--- src/rtl/output_reg_fifo_if.sv ---
`default_nettype none
// ============================================================================
//  Module      : output_reg_fifo_if
//  Description : Handshake/data bundle for output_reg_fifo.
//                master : producer/consumer side (drives push/pop requests)
//                slave  : FIFO side (returns head word, status and flags)
//                Signals:
//                  write_data    push request
//                  data_to_write word to push
//                  read_data     pop request
//                  clear_flags   synchronous clear of sticky error flags
//                  data          head-of-queue word, zero when empty
//                  data_valid    queue not empty
//                  full          queue holds DEPTH words
//                  count         number of stored words (0..DEPTH)
//                  overflow      sticky, set by a rejected push
//                  underflow     sticky, set by a rejected pop
//  Revision    : 1.0  initial release
// ============================================================================
interface output_reg_fifo_if #(
    parameter int WIDTH = 256,
    parameter int DEPTH = 4
);
    localparam int CNT_W = $clog2(DEPTH) + 1;

    logic             write_data;
    logic [WIDTH-1:0] data_to_write;
    logic             read_data;
    logic             clear_flags;
    logic [WIDTH-1:0] data;
    logic             data_valid;
    logic             full;
    logic [CNT_W-1:0] count;
    logic             overflow;
    logic             underflow;

    modport master (
        output write_data,
        output data_to_write,
        output read_data,
        output clear_flags,
        input  data,
        input  data_valid,
        input  full,
        input  count,
        input  overflow,
        input  underflow
    );

    modport slave (
        input  write_data,
        input  data_to_write,
        input  read_data,
        input  clear_flags,
        output data,
        output data_valid,
        output full,
        output count,
        output overflow,
        output underflow
    );
endinterface
`default_nettype wire

--- src/rtl/output_reg_fifo.sv ---
`default_nettype none
// ============================================================================
//  Module      : output_reg_fifo
//  Description : Circular-buffer FIFO of DEPTH x WIDTH words whose head word
//                is presented combinationally (no registered output stage):
//                a word pushed into an empty queue is visible right after
//                the clock edge that stored it.
//                Ports:
//                  clk    single clock, rising-edge active
//                  reset  asynchronous, active-low reset
//                  bus    output_reg_fifo_if.slave (push/pop/status/flags)
//                DEPTH must be a power of two and at least 2.
//  Revision    : 1.0  initial release
// ============================================================================
module output_reg_fifo #(
    parameter int WIDTH = 256,
    parameter int DEPTH = 4
) (
    input  wire logic             clk,
    input  wire logic             reset,
    output_reg_fifo_if.slave      bus
);

    localparam int PTR_W = $clog2(DEPTH);
    localparam int CNT_W = PTR_W + 1;

    localparam logic [CNT_W-1:0] c_cnt_full = CNT_W'(DEPTH);
    localparam logic [CNT_W-1:0] c_cnt_one  = CNT_W'(1);
    localparam logic [PTR_W-1:0] c_ptr_one  = PTR_W'(1);

    // ------------------------------------------------------------------
    // State
    // ------------------------------------------------------------------
    logic [WIDTH-1:0] r_mem [DEPTH];
    logic [PTR_W-1:0] r_wr_ptr;
    logic [PTR_W-1:0] r_rd_ptr;
    logic [CNT_W-1:0] r_count;
    logic             r_overflow;
    logic             r_underflow;

    // ------------------------------------------------------------------
    // Accept logic
    // ------------------------------------------------------------------
    logic w_not_empty;
    logic w_full;
    logic w_pop_ok;
    logic w_push_ok;
    logic w_push_rej;
    logic w_pop_rej;

    assign w_not_empty = (r_count != '0);
    assign w_full      = (r_count == c_cnt_full);

    // A pop frees a slot in the same cycle, so a push into a full queue is
    // still accepted when it is paired with an accepted pop.
    assign w_pop_ok   = bus.read_data  & w_not_empty;
    assign w_push_ok  = bus.write_data & (~w_full | w_pop_ok);
    assign w_push_rej = bus.write_data & ~w_push_ok;
    assign w_pop_rej  = bus.read_data  & ~w_pop_ok;

    // ------------------------------------------------------------------
    // Next-state for count and sticky flags
    // ------------------------------------------------------------------
    logic [CNT_W-1:0] w_count_nxt;
    logic             w_overflow_nxt;
    logic             w_underflow_nxt;

    always_comb begin
        w_count_nxt = r_count;
        unique case ({w_push_ok, w_pop_ok})
            2'b10:   w_count_nxt = r_count + c_cnt_one;
            2'b01:   w_count_nxt = r_count - c_cnt_one;
            default: w_count_nxt = r_count;
        endcase
    end

    // A fresh error event outranks clear_flags in the same cycle.
    always_comb begin
        w_overflow_nxt  = r_overflow;
        w_underflow_nxt = r_underflow;
        if (bus.clear_flags) begin
            w_overflow_nxt  = 1'b0;
            w_underflow_nxt = 1'b0;
        end
        if (w_push_rej) begin
            w_overflow_nxt = 1'b1;
        end
        if (w_pop_rej) begin
            w_underflow_nxt = 1'b1;
        end
    end

    // ------------------------------------------------------------------
    // Control registers (asynchronous active-low reset)
    // ------------------------------------------------------------------
    always_ff @(posedge clk or negedge reset) begin
        if (!reset) begin
            r_wr_ptr    <= '0;
            r_rd_ptr    <= '0;
            r_count     <= '0;
            r_overflow  <= 1'b0;
            r_underflow <= 1'b0;
        end else begin
            // Power-of-two depth: natural pointer overflow is the wrap.
            if (w_push_ok) begin
                r_wr_ptr <= r_wr_ptr + c_ptr_one;
            end
            if (w_pop_ok) begin
                r_rd_ptr <= r_rd_ptr + c_ptr_one;
            end
            r_count     <= w_count_nxt;
            r_overflow  <= w_overflow_nxt;
            r_underflow <= w_underflow_nxt;
        end
    end

    // ------------------------------------------------------------------
    // Storage: no reset needed, an empty queue never exposes its contents.
    // ------------------------------------------------------------------
    always_ff @(posedge clk) begin
        if (w_push_ok) begin
            r_mem[r_wr_ptr] <= bus.data_to_write;
        end
    end

    // ------------------------------------------------------------------
    // Outputs
    // ------------------------------------------------------------------
    // count is forced to zero by reset, so gating on it also blanks the
    // head word and status while reset is held.
    assign bus.data       = w_not_empty ? r_mem[r_rd_ptr] : '0;
    assign bus.data_valid = w_not_empty;
    assign bus.full       = w_full;
    assign bus.count      = r_count;
    assign bus.overflow   = r_overflow;
    assign bus.underflow  = r_underflow;

endmodule
`default_nettype wire

--- src/flat_wrapper.sv ---
// flat-port wrapper written by rule: the top's interface ports become plain ports
module output_reg_fifo_flat 
#(
    parameter int WIDTH = 256,
    parameter int DEPTH = 4
)
  (clk, reset, bus_write_data, bus_data_to_write, bus_read_data, bus_clear_flags, bus_data, bus_data_valid, bus_full, bus_count, bus_overflow, bus_underflow);
  output_reg_fifo_if #(.WIDTH(WIDTH), .DEPTH(DEPTH)) bus_i ();
  input  wire logic clk;
  input  wire logic reset;
  input wire logic [$bits(bus_i.write_data)-1:0] bus_write_data;
  input wire logic [$bits(bus_i.data_to_write)-1:0] bus_data_to_write;
  input wire logic [$bits(bus_i.read_data)-1:0] bus_read_data;
  input wire logic [$bits(bus_i.clear_flags)-1:0] bus_clear_flags;
  output wire logic [$bits(bus_i.data)-1:0] bus_data;
  output wire logic [$bits(bus_i.data_valid)-1:0] bus_data_valid;
  output wire logic [$bits(bus_i.full)-1:0] bus_full;
  output wire logic [$bits(bus_i.count)-1:0] bus_count;
  output wire logic [$bits(bus_i.overflow)-1:0] bus_overflow;
  output wire logic [$bits(bus_i.underflow)-1:0] bus_underflow;
  assign bus_i.write_data = bus_write_data;
  assign bus_i.data_to_write = bus_data_to_write;
  assign bus_i.read_data = bus_read_data;
  assign bus_i.clear_flags = bus_clear_flags;
  assign bus_data = bus_i.data;
  assign bus_data_valid = bus_i.data_valid;
  assign bus_full = bus_i.full;
  assign bus_count = bus_i.count;
  assign bus_overflow = bus_i.overflow;
  assign bus_underflow = bus_i.underflow;
  output_reg_fifo #(.WIDTH(WIDTH), .DEPTH(DEPTH)) u_core (.clk(clk), .reset(reset), .bus(bus_i));
endmodule
--- config.mk ---
export PLATFORM = sky130hd
export DESIGN_NAME = output_reg_fifo_flat
export DESIGN_NICKNAME = d
export VERILOG_FILES = /design/src/rtl/output_reg_fifo_if.sv /design/src/rtl/output_reg_fifo.sv /design/src/flat_wrapper.sv
export SDC_FILE = /design/constraint.sdc
export NUM_CORES = 1
export LEC_CHECK = 0
export CORE_ASPECT_RATIO = 0.6
export CORE_MARGIN = 3
export CORE_UTILIZATION = 50
export DETAILED_ROUTE_END_ITERATION = 8
export PLACE_DENSITY_LB_ADDON = 0.25
export SLEW_MARGIN = 15
export SYNTH_ARGS = -nofsm -noshare
export SYNTH_HDL_FRONTEND = slang
export SYNTH_SLANG_ARGS = --single-unit
--- constraint.sdc ---
create_clock -name clk -period 7.8 [get_ports clk]
set_clock_uncertainty 0.2 [all_clocks]
set_input_delay 1.56 -clock clk [delete_from_list [all_inputs] [get_ports clk]]
set_output_delay 1.56 -clock clk [all_outputs]
set_load 0.005 [all_outputs]
## Yosys cells after proc, flatten, opt, wreduce, memory -nomap -nowiden

Memories as Yosys holds them, arrays and structs flattened.
Cells that the tools add are included.

- Bits in writable memories: 1024
- Output and inout port bits: 263
- Logic and storage cells: 32
- Register bits: 9
- Bits of input ports: 261
- Memories: 1

- Mux-type cells: 7
- Reduce and logical (&&, ||, !) cells: 4
- Add/subtract/negate cells: 4
- Bitwise operators: 8
- Equal/unequal tests: 3

Memory list:

| memory | words | bits a word | rd ports | clocked after memory_dff | write ports | line | text |
|---|---|---|---|---|---|---|---|
| u_core.r_mem | 4 | 256 | 1 | 0 | 1 | output_reg_fifo.sv:34 | `logic [WIDTH-1:0] r_mem [DEPTH];` |

Operators by type and width:

| operator | count |
|---|---|
| 256-bit 2-to-1 mux | 1 |
| 3-bit case mux with 2 select lines | 1 |
| 2-bit nonzero test | 3 |
| 1-bit 2-to-1 mux | 5 |
| 2-bit by 1-bit adder with 2-bit output, second input constant | 2 |
| 1-bit bitwise AND | 4 |
| 3-bit by 1-bit adder with 3-bit output, second input constant | 1 |
| 3-bit equality test, second input constant | 1 |
| 1-bit inverter | 3 |
| 3-bit nonzero test | 1 |
| 3-bit by 1-bit subtractor with 3-bit output, second input constant | 1 |
| 2-bit by 1-bit equality test with 1-bit output, second input constant | 1 |
| 2-bit equality test, second input constant | 1 |
| 1-bit bitwise OR | 1 |

## Logic depth before layout (Yosys ltp)

Gate-level depths: netlist of the first run.

- Depth after elaboration: 7
- Gate-level depth with buffers: 9
- Depth with buffers taken out: 9

## Worst setup path after synthesis of the first run

Ideal clock, no wire load.

- Kind: in2reg
- Start: input bus_read_data
- End: memory u_core.r_mem[0][0], enable pin
- Data arrival time: 7.511 ns
- Required time: 6.951 ns
- Cell stages on the path: 2
- Path slack: -0.560 ns
- Buffers on the path: 0
- Cells stage by stage: o21a_4 -> and2_1

- Word-level cells in the longest chain between the ends: 5

RTL lines:

| element | line | text |
|---|---|---|
| from (decl) | flat_wrapper.sv:13 | `input wire logic [$bits(bus_i.read_data)-1:0] bus_read_data;` |
| 1-bit bitwise AND | output_reg_fifo.sv:56 | `assign w_pop_ok = bus.read_data & w_not_empty;` |
| 1-bit bitwise OR | output_reg_fifo.sv:57 | `assign w_push_ok = bus.write_data & (~w_full \| w_pop_ok);` |
| 1-bit bitwise AND | output_reg_fifo.sv:57 |  |
| 1-bit 2-to-1 mux | output_reg_fifo.sv:121 | `if (w_push_ok) begin` |
| 1-bit 2-to-1 mux (not written as such) | output_reg_fifo.sv:122 | `r_mem[r_wr_ptr] <= bus.data_to_write;` |
| to (decl) | output_reg_fifo.sv:34 |  |

No other way between the ends.

## Worst setup path in the final report of the first run

- Start: register u_core.r_rd_ptr[0]
- End: output bus_data[196]

- Word-level cells in the longest chain between the ends: 2

RTL lines:

| element | line | text |
|---|---|---|
| from (decl) | output_reg_fifo.sv:36 | `logic [PTR_W-1:0] r_rd_ptr;` |
| from (signal assigned) | output_reg_fifo.sv:109 | `r_rd_ptr <= r_rd_ptr + c_ptr_one;` |
| memory read 4 x 256 bit | -- |  |
| 256-bit 2-to-1 mux | output_reg_fifo.sv:131 | `assign bus.data = w_not_empty ? r_mem[r_rd_ptr] : '0;` |
| to (decl) | flat_wrapper.sv:15 | `output wire logic [$bits(bus_i.data)-1:0] bus_data;` |

No other way between the ends.

==> key figures, run 1 <==
Drt
  • Total wire length: 82,200 um
  • DRC: 0
  • Number of DRC markers in iteration 0: between 1,500 and 2,000
  • Antenna viol nets, final: 0
  • Via Count: 18,300
  • Via-per-instance ratio: 5.49
  • DRT Pass-1 Iters: 5
  • WL per Instance: about 25 um

Critical path
  • Buf/Inv on CP: 2
  • CP Cell Sequence: buf_12 -> mux4_2 -> and2_1 -> clkdlybuf4s50_1
  • CP Class: reg2out
  • CP max stage delay: roughly 1 ns
  • Slowest cell on the critical path: dfrtp_4
  • Crit path max-delay family: flip-flops
  • Critical path endpoint category: output port
  • Worst EP required: 6.04 ns
  • CP max FO: just under 80
  • Critical path launch point type: flip-flop
  • Arrival time at the worst endpoint: 3.73 ns

Floorplanning
  • Core box area: 76,600 sq um
  • Row count: 78
  • Die Area: 81,900 sq um
  • Num ports: 524
  • Die H: 223 um
  • Chip width: 367 um
  • Initial Utilization: approximately 50%

Run
  • Number of max-cap violations: 0

Layout
  • FILL cells: between 5,000 and 6,000
  • Area Overhead vs Synth: 24.1%
  • Nets: approximately 2,500
  • Share of layout cells above drive strength 1: 18.5%

Synth
  • Syn avg cell area: 23.5 sq um
  • Share of the synthesized area in the top cell type: 78.5%
  • Asr flop ratio synth: 0.871%
  • Largest area contributor in the netlist: edfxtp_1
  • Post-synth cell types: 22
  • Most common cell in the netlist: edfxtp_1
  • Register area share after synthesis: approximately 79%
  • Mapped cell area: 39,200 sq um
  • Syn nets: around 1,900
  • Number of synthesized flops with an enable pin: 1,024
  • Mapped Cells: between 1,500 and 2,000
  • Largest cells by area after synthesis: edfxtp_1 (78%), mux4_2 (15%), and2_1 (4.2%)
  • Top FF cell, synth: edfxtp_1
  • Synthesis Warnings: 0
  • Synth top cells by count: edfxtp_1 (1,024), and2_1 (261), mux4_2 (256), clkbuf_1 (33), buf_2 (28)
  • Number of synthesized register bits: 1,033

Timing
  • Max-slew violation count: 0
  • Final setup fails: 0
  • Final hold slack: 0.330 ns
  • Minimum clock period: about 5.5 ns
  • Relative slew slack: about a third
  • Hold Fails Final Rpt: 0
  • Tightest Pin Transition: 1.01 ns
  • Highest clock rate: around 180 MHz
  • Final worst-path cycle share: 70.4%
  • Setup TNS: 0 ns
  • RSZ-0062 raised after global routing: false

Power and ir drop
  • Leakage: 15.6 nW
  • Peak VDD IR: roughly 0.35 mV
  • Cell Pwr Density: 393 nW/um^2

Clock network
  • Clock Pin Slew Worst Setup and Hold Paths: 0.06 ns
  • CTS Buffer Depth: 3
  • Hold_buf cts: 0
  • PostCTS Resize Cnt: 0
  • Post-CTS Setup Inserts: 0
  • CTS buffer count: 92
  • Depth of the CTS H-tree: 3
  • CTS tree: done
  • CTS root buf: clkbuf_16
  • # clock sinks: approximately 1,000
  • Worst skew pair latency: 0.67 ns

Status
  • Status: completed

Worst hold path
  • Worst hold-check path type: reg2reg

Place
  • Post-DP HPWL: 48,300 um
  • Routability Congestion: ~0.74
  • # port buffers: 523

Global route
  • GRT Total Usage: roughly 20%
  • Grt ovf: 0
  • Vias in the first global route: about 19,000
  • Initial antenna violation count: 18
  • First-pass GRT wire length: between 100,000 and 150,000 um
  • Largest net degree at the start of global routing: ~140
-- layer usage --
layer / part of all wire (%) / GRT usage (%)
met5: 0.17 / 0
met4: 1.8 / 4.68
met3: 6.8 / 6.24
met2: 50 / 32.3
met1: 41 / 28.0
-- per-stage QoR --
stage / util, % / total power, mW / instance area (sq um) / worst slack (ns) / cells
floorplan: - / 11.3 / 39200 / 2.30 / 1669
global placement: 59.4 / 14.6 / 45500 / 2.94 / 3162
detailed placement: 59.4 / 14.7 / 45500 / 2.95 / 3162
CTS: 63.4 / 19.4 / 48600 / 2.19 / 3333
global route: 63.5 / 20.0 / 48600 / 2.01 / 3338
finish: 63.5 / 19.1 / 48600 / 2.31 / 3341
-- final timing paths --
check                                     from                   to  slack, ns  cells past startpoint
max in group asynchronous                reset   u_core.r_rd_ptr[0]       6.04                      1
min in group asynchronous                reset   u_core.r_wr_ptr[1]       1.00                      1
min                        u_core.bus.overflow  u_core.bus.overflow       0.33                      1
min reg2reg                u_core.bus.overflow  u_core.bus.overflow       0.33                      1
max reg2reg                u_core.bus.count[0]  u_core.bus.count[2]       4.71                      9
max                         u_core.r_rd_ptr[0]        bus_data[196]       2.31                      4
-- placed cells by master, fill, tap and decap left out, types with 4 or more instances in the layout --
| cell | count |
|---|---|
| diode_2 | 8 |
| and2_4 | 4 |
| edfxtp_1 | 1024 |
| buf_12 | 13 |
| bufinv_16 | 13 |
| clkinvlp_4 | 4 |
| inv_1 | 10 |
| dfrtp_1 | 7 |
| clkbuf_16 | 94 |
| ha_1 | 5 |
| buf_4 | 4 |
| clkinv_1 | 15 |
| clkbuf_1 | 15 |
| clkinv_2 | 20 |
| clkdlybuf4s50_1 | 523 |
| mux4_2 | 256 |
| and2_1 | 257 |
-- final cells by class --
cell class                 instances  area [sq um]  area share (%)
antenna                            8          20.0          0.0412
sequential                      1033         31000            63.7
inverter                          10          37.5          0.0772
clock buffer                     109          2410            4.95
clock inverter                    62           727            1.49
tap                             1040          1300            2.68
multi-input combinational        539          7620            15.7
timing repair buffer             540          5530            11.4
-- power breakdown --
part	internal (mW)	switching [mW]	leakage, nW	total (mW)
clock network	2.67	2.01	1.53	4.68
registers	7.31	0.351	9.50	7.66
logic	3.84	2.91	4.57	6.75
total	13.8	5.27	15.6	19.1
-- logic make-up after synthesis --
logic type / count (synthesis) / share of synthesized area (%)
AO/OA/AOI/OAI: 4 / 0.0926
XOR/XNOR: 6 / 0.134
adder cells (fa/ha/maj): 6 / 0.211
buffers and inverters: 97 / 1.52
flip-flops: 1033 / 79.1
multiplexers: 257 / 14.7
AND/OR/NAND/NOR: 266 / 4.24
-- flip-flops by register name, summed over array words and instances, names as in the netlist --
register              count
u_core.bus.count          3
u_core.bus.overflow       1
u_core.bus.underflow      1
u_core.r_mem           1024
u_core.r_rd_ptr           2
u_core.r_wr_ptr           2
Power figures use the tool's default switching activity.
==> inputs of run 2 (changes only) <==
--- a/config.mk
+++ b/config.mk
@@ -7,7 +7,7 @@
 export LEC_CHECK = 0
 export CORE_ASPECT_RATIO = 0.6
 export CORE_MARGIN = 3
-export CORE_UTILIZATION = 50
+export CORE_UTILIZATION = 55
 export DETAILED_ROUTE_END_ITERATION = 8
 export PLACE_DENSITY_LB_ADDON = 0.25
 export SLEW_MARGIN = 15
==> constraint.sdc (replaced) <==
create_clock -name clk -period 5.5 [get_ports clk]
set_clock_uncertainty 0.2 [all_clocks]
set_input_delay 1.1 -clock clk [delete_from_list [all_inputs] [get_ports clk]]
set_output_delay 1.1 -clock clk [all_outputs]
set_load 0.005 [all_outputs]
==> run 2 against run 1 <==
Compared with the run above:
- final cell count down 3.1%
- core utilization up 5.8 points
- non-clock buffer count up 19
- setup slack worse by 1.3 ns
- via count up 0.25%
- highest routed layer unchanged
- count of clock-buffer cells in the layout up 9
- sequential power up 41%
- critical path depth unchanged
- cell area about the same
==> key figures, run 2 (synthesis results as in run 1) <==
Clock network
  • CTS buffer count: 90 (was 92)
  • Hold_buf cts: 0 (unchanged)
  • CTS tree: done (unchanged)
  • # clock sinks: 1,033 (unchanged)
  • CTS Buffer Depth: 3 (unchanged)
  • Depth of the CTS H-tree: 3 (unchanged)
  • CTS root buf: clkbuf_16 (unchanged)
  • Clock Pin Slew Worst Setup and Hold Paths: 0.06 ns (about the same)
  • PostCTS Resize Cnt: 0 (unchanged)
  • Worst skew pair latency: 0.63 ns (was 0.67 ns)
  • Post-CTS Setup Inserts: 0 (unchanged)

Critical path
  • CP Cell Sequence: buf_4 -> mux4_2 -> and2_1 -> clkdlybuf4s50_1 (was buf_12 -> mux4_2 -> and2_1 -> clkdlybuf4s50_1)
  • Arrival time at the worst endpoint: 3.22 ns (was 3.73 ns)
  • CP max FO: 30 (was 78)
  • Worst EP required: 4.20 ns (was 6.04 ns)
  • CP Class: reg2out (unchanged)
  • CP max stage delay: 0.85 ns (was 1.03 ns)
  • Critical path launch point type: flip-flop (unchanged)
  • Slowest cell on the critical path: dfrtp_4 (unchanged)
  • Critical path endpoint category: output port (unchanged)

Global route
  • Grt ovf: 0 (unchanged)
  • First-pass GRT wire length: 123,000 um (was 125,000 um)
  • Vias in the first global route: 19,600 (was 19,300)
  • GRT Total Usage: 22.0% (was 20.3%)
  • Initial antenna violation count: 23 (was 18)
  • Largest net degree at the start of global routing: 104 (was 137)

Layout
  • Commonest non-fill, non-tap cell in the layout: edfxtp_1 (unchanged)
  • Sequential Area: 31,000 sq um (unchanged)
  • Share of layout cells above drive strength 1: 18.7% (was 18.5%)
  • Max reg flops: 1,024 (unchanged)
  • Footprint of the multi-input gates: 7620 sq um (unchanged)
  • Top reg by flops: u_core.r_mem (unchanged)
  • FILL cells: 4,219 (was 5,071)
  • Area Overhead vs Synth: 24.0% (was 24.1%)
  • Commonest non-fill, non-tap cells in the layout: edfxtp_1 (1,024), clkdlybuf4s50_1 (523), and2_1 (257) (unchanged)
  • Nets: 2,500 (was 2,483)

Drt
  • Via-per-instance ratio: 5.67 (was 5.49)
  • Number of DRC markers in iteration 0: 1,360 (was 1,629)
  • DRT Pass-1 Iters: 5 (unchanged)
  • Via Count: 18,400 (was 18,300)
  • WL per Instance: 25.2 um (was 24.6 um)
  • Total wire length: 81,600 um (was 82,200 um)
  • DRC: 0 (unchanged)
  • Antenna viol nets, final: 0 (unchanged)

Floorplanning
  • Core box area: 70,200 sq um (was 76,600 sq um)
  • Row count: 75 (was 78)
  • Num ports: 524 (unchanged)
  • Die Area: 74,600 sq um (was 81,900 sq um)
  • Initial Utilization: 55.8% (was 51.1%)
  • Die H: 213 um (was 223 um)
  • Chip width: 351 um (was 367 um)

Worst hold path
  • Worst hold-check path type: reg2reg (unchanged)

Place
  • Routability Congestion: 0.767 (was 0.740)
  • Post-DP HPWL: 49,200 um (was 48,300 um)
  • # port buffers: 523 (unchanged)

Timing
  • Highest clock rate: about 220 MHz
  • Max-slew violation count: 0 (unchanged)
  • Relative slew slack: 33.2% (was 32.9%)
  • Hold Fails Final Rpt: 0 (unchanged)
  • Setup TNS: 0 ns (unchanged)
  • Final worst-path cycle share: 82.1%
  • Tightest Pin Transition: 1.00 ns (was 1.01 ns)
  • RSZ-0062 raised after global routing: false (unchanged)
  • Final setup fails: 0 (unchanged)
  • Final hold slack: 0.333 ns (was 0.330 ns)
  • Minimum clock period: 4.52 ns

Power and ir drop
  • Peak VDD IR: 0.343 mV (was 0.347 mV)
  • Cell Pwr Density: 555 nW/um^2 (was 393 nW/um^2)
  • Leakage: 15.7 nW (was 15.6 nW)

Status
  • Status: completed (unchanged)

Run
  • Number of max-cap violations: 0 (unchanged)
run 2: path summary, 6_finish.rpt:
check,from,end,slack (ns),depth (start not counted)
worst max-delay path,u_core.r_rd_ptr[0],bus_data[4],0.98,4
worst min-delay path,u_core.bus.overflow,u_core.bus.overflow,0.33,1
worst min register to register,u_core.bus.overflow,u_core.bus.overflow,0.33,1
min in group asynchronous,reset,u_core.bus.overflow,0.59,1
worst max register to register,u_core.bus.count[0],u_core.bus.count[2],2.34,9
max in group asynchronous,reset,u_core.r_rd_ptr[1],4.16,1
run 2: metrics by stage:
step	utilization, %	worst slack [ns]	power (mW)	instance area (sq um)	instances
global placement	64.9	1.53	20.8	45600	3065
CTS	69.2	0.830	27.4	48600	3228
global route	69.2	0.749	28.2	48600	3239
detailed placement	64.9	1.55	20.9	45600	3065
finish	69.2	0.983	27.0	48600	3239
floorplan	-	0.463	16.0	39200	1669
run 2: layer usage:
layer  up-vias  wire [um]  global-route usage, %
li1       7996          -                      -
met1      9704      32400                   29.5
met2       530      42100                   36.7
met3       125       5220                   5.47
met4        24       1750                   6.41
met5         -        158                      0
run 2: layout make-up:
| type | instances | share of cell area, % |
|---|---|---|
| Antenna cell | 11 | 0.0566 |
| Clock inverter | 45 | 1.15 |
| Tap cell | 924 | 2.38 |
| Timing Repair Buffer | 559 | 11.9 |
| Multi-Input combinational cell | 539 | 15.7 |
| Sequential cell | 1033 | 63.8 |
| Clock buffer | 118 | 5.02 |
| Inverter | 10 | 0.0772 |
run 2: power breakdown:
group          internal [mW]  total (mW)  switching [mW]  leakage, nW
logic                   5.56        9.72            4.16         4.69
clock network           3.71        6.42            2.72         1.47
registers               10.3        10.8           0.484         9.50
run 2: worst max-delay path: cells and delay by family (launching register included):
kind                   cells  cell delay (ns)
DFF                        1             0.85
buffers and inverters      2             0.96
and+or+nand+nor            1             0.17
muxes                      1             0.57
==> inputs of run 3 (changes only) <==
==> constraint.sdc (replaced) <==
create_clock -name clk -period 4.5 [get_ports clk]
set_clock_uncertainty 0.2 [all_clocks]
set_input_delay 0.9 -clock clk [delete_from_list [all_inputs] [get_ports clk]]
set_output_delay 0.9 -clock clk [all_outputs]
set_load 0.005 [all_outputs]
==> run 3 against run 2 <==
Compared with the run above:
- power increased by 22%
- sequential share of layout area fell by 0.26 points
- global-route usage rose by 0.55 points
- largest power group unchanged
- critical endpoint is now bus_data[7]
==> key figures, run 3 (synthesis results as in run 1) <==
Global route
  • Initial antenna violation count: 11 (was 23)
  • Vias in the first global route: 19,900 (was 19,600)
  • GRT Total Usage: 22.6% (was 22.0%)
  • First-pass GRT wire length: 125,000 um (was 123,000 um)
  • Grt ovf: 0 (unchanged)
  • Largest net degree at the start of global routing: 104 (unchanged)

Clock network
  • Clock Pin Slew Worst Setup and Hold Paths: 0.06 ns (about the same)
  • Worst skew pair latency: 0.62 ns (was 0.63 ns)
  • Post-CTS Setup Inserts: 0 (unchanged)
  • CTS root buf: clkbuf_16 (unchanged)
  • CTS tree: done (unchanged)
  • CTS buffer count: 90 (unchanged)
  • # clock sinks: 1,033 (unchanged)
  • Hold_buf cts: 0 (unchanged)
  • Depth of the CTS H-tree: 3 (unchanged)
  • CTS Buffer Depth: 3 (unchanged)
  • PostCTS Resize Cnt: 0 (unchanged)

Power and ir drop
  • Cell Pwr Density: 677 nW/um^2 (was 555 nW/um^2)
  • Peak VDD IR: 0.448 mV (was 0.343 mV)
  • Leakage: 15.8 nW (was 15.7 nW)

Timing
  • Max-slew violation count: 0 (unchanged)
  • Final setup fails: 0 (unchanged)
  • Relative slew slack: 55.3% (was 33.2%)
  • Tightest Pin Transition: 0.670 ns (was 1.00 ns)
  • Final worst-path cycle share: 92.2%
  • Highest clock rate: 241 MHz
  • Hold Fails Final Rpt: 0 (unchanged)
  • PnR worst setup slack: 0.352 ns (was 0.983 ns)
  • Minimum clock period: 4.15 ns
  • Setup TNS: 0 ns (unchanged)
  • RSZ-0062 raised after global routing: false (unchanged)

Drt
  • Total wire length: 83,600 um (was 81,600 um)
  • Number of DRC markers in iteration 0: 1,485 (was 1,360)
  • DRT Pass-1 Iters: 5 (unchanged)
  • DRC: 0 (unchanged)
  • Via Count: 18,500 (was 18,400)
  • Via-per-instance ratio: 5.70 (was 5.67)
  • Antenna viol nets, final: 0 (unchanged)
  • WL per Instance: 25.7 um (was 25.2 um)

Floorplanning
  • Initial Utilization: 55.8% (unchanged)
  • Core box area: 70,200 sq um (unchanged)
  • Die Area: 74,600 sq um (unchanged)
  • Row count: 75 (unchanged)
  • Num ports: 524 (unchanged)
  • Chip width: 351 um (unchanged)
  • Die H: 213 um (unchanged)

Place
  • # port buffers: 523 (unchanged)
  • Dpl ws: 0.929 ns (was 1.55 ns)
  • Post-DP HPWL: 51,600 um (was 49,200 um)
  • Routability Congestion: 0.740 (was 0.767)
  • Placed Area: 45,900 sq um (was 45,600 sq um)

Critical path
  • Crit path to: bus_data[7] (was bus_data[4])
  • R2R Setup Slk: 1.91 ns (was 2.34 ns)
  • CP max FO: 34 (was 30)
  • RR Startpoint: u_core.bus.count[0] (unchanged)
  • CP Class: reg2out (unchanged)
  • FF-to-FF End: u_core.bus.count[2] (unchanged)
  • Critical path launch point type: flip-flop (unchanged)
  • Slowest cell on the critical path: dfrtp_4 (unchanged)
  • Critical path endpoint category: output port (unchanged)
  • Worst EP required: 3.40 ns (was 4.20 ns)
  • R2R depth: 9 (unchanged)
  • CP Cell Sequence: buf_4 -> mux4_2 -> and2_1 -> clkdlybuf4s50_1 (unchanged)
  • CP max stage delay: 0.83 ns (was 0.85 ns)
  • Arrival time at the worst endpoint: 3.05 ns (was 3.22 ns)
  • Worst Setup SP: u_core.r_rd_ptr[1] (was u_core.r_rd_ptr[0])

Layout
  • Top reg by flops: u_core.r_mem (unchanged)
  • FILL cells: 4,231 (was 4,219)
  • Commonest non-fill, non-tap cells in the layout: edfxtp_1 (1,024), clkdlybuf4s50_1 (523), and2_1 (257) (unchanged)
  • Commonest non-fill, non-tap cell in the layout: edfxtp_1 (unchanged)
  • Final instance area: 48,800 sq um (was 48,600 sq um)
  • Area Overhead vs Synth: 24.5% (was 24.0%)
  • Share of layout cells above drive strength 1: 19.5% (was 18.7%)
  • Max reg flops: 1,024 (unchanged)
  • Nets: 2,522 (was 2,500)

Status
  • Status: completed (unchanged)

Run
  • Number of max-cap violations: 0 (unchanged)

Worst hold path
  • Worst hold-check path type: reg2reg (unchanged)
==> run 3: cell type report <==
class | count | area (sq um) | share of cell area (%)
inverters | 10 | 37.5 | 0.0769
well taps | 924 | 1160 | 2.37
flip-flops and latches | 1033 | 31000 | 63.5
diodes | 7 | 17.5 | 0.0359
repair buffers | 581 | 6080 | 12.5
clock buffers | 108 | 2360 | 4.84
clock inverters | 54 | 529 | 1.08
multi-input cells | 539 | 7620 | 15.6
==> run 3: worst min path at each step <==
stage                                    from                  end  cells after the start
after floorplan           u_core.bus.overflow  u_core.bus.overflow                      1
after global placement    u_core.bus.overflow  u_core.bus.overflow                      1
after detailed placement  u_core.bus.overflow  u_core.bus.overflow                      1
after CTS                 u_core.bus.overflow  u_core.bus.overflow                      1
after global routing      u_core.bus.overflow  u_core.bus.overflow                      1
final                     u_core.bus.overflow  u_core.bus.overflow                      1
==> run 3: through the flow <==
stage | hold WS, ns | power (mW) | std cells | util (%)
3_3_place_gp | 0.274 | 25.6 | 3087 | 65.4
3_5_place_dp | 0.308 | 25.8 | 3087 | 65.4
5_1_grt | 0.349 | 34.6 | 3251 | 69.5
4_1_cts | 0.322 | 33.5 | 3249 | 69.5
6_report | 0.317 | 33.0 | 3256 | 69.5
2_1_floorplan | 0.287 | 19.6 | 1669 | -
==> run 3: layer usage <==
metal  track usage [%]  wire, um  vias up
li1                  -         -     8054
met1              30.7     33300     9695
met2              36.9     42300      628
met3              5.55      5790      156
met4              6.86      2220       14
met5                 0       102        -
==> run 3: worst max-delay path, delay by kind of cell (launching register included) <==
family | cells | cell delay (ns)
buf+inv | 2 | 1.00
flops | 1 | 0.83
simple gates | 1 | 0.19
mux | 1 | 0.39
==> run 3: power by group <==
| group | switching, mW | total [mW] | internal (mW) |
|---|---|---|---|
| sequential | 0.509 | 13.1 | 12.6 |
| clock | 3.33 | 7.62 | 4.28 |
| combinational | 5.29 | 12.3 | 6.97 |
| total | 9.13 | 33.0 | 23.9 |
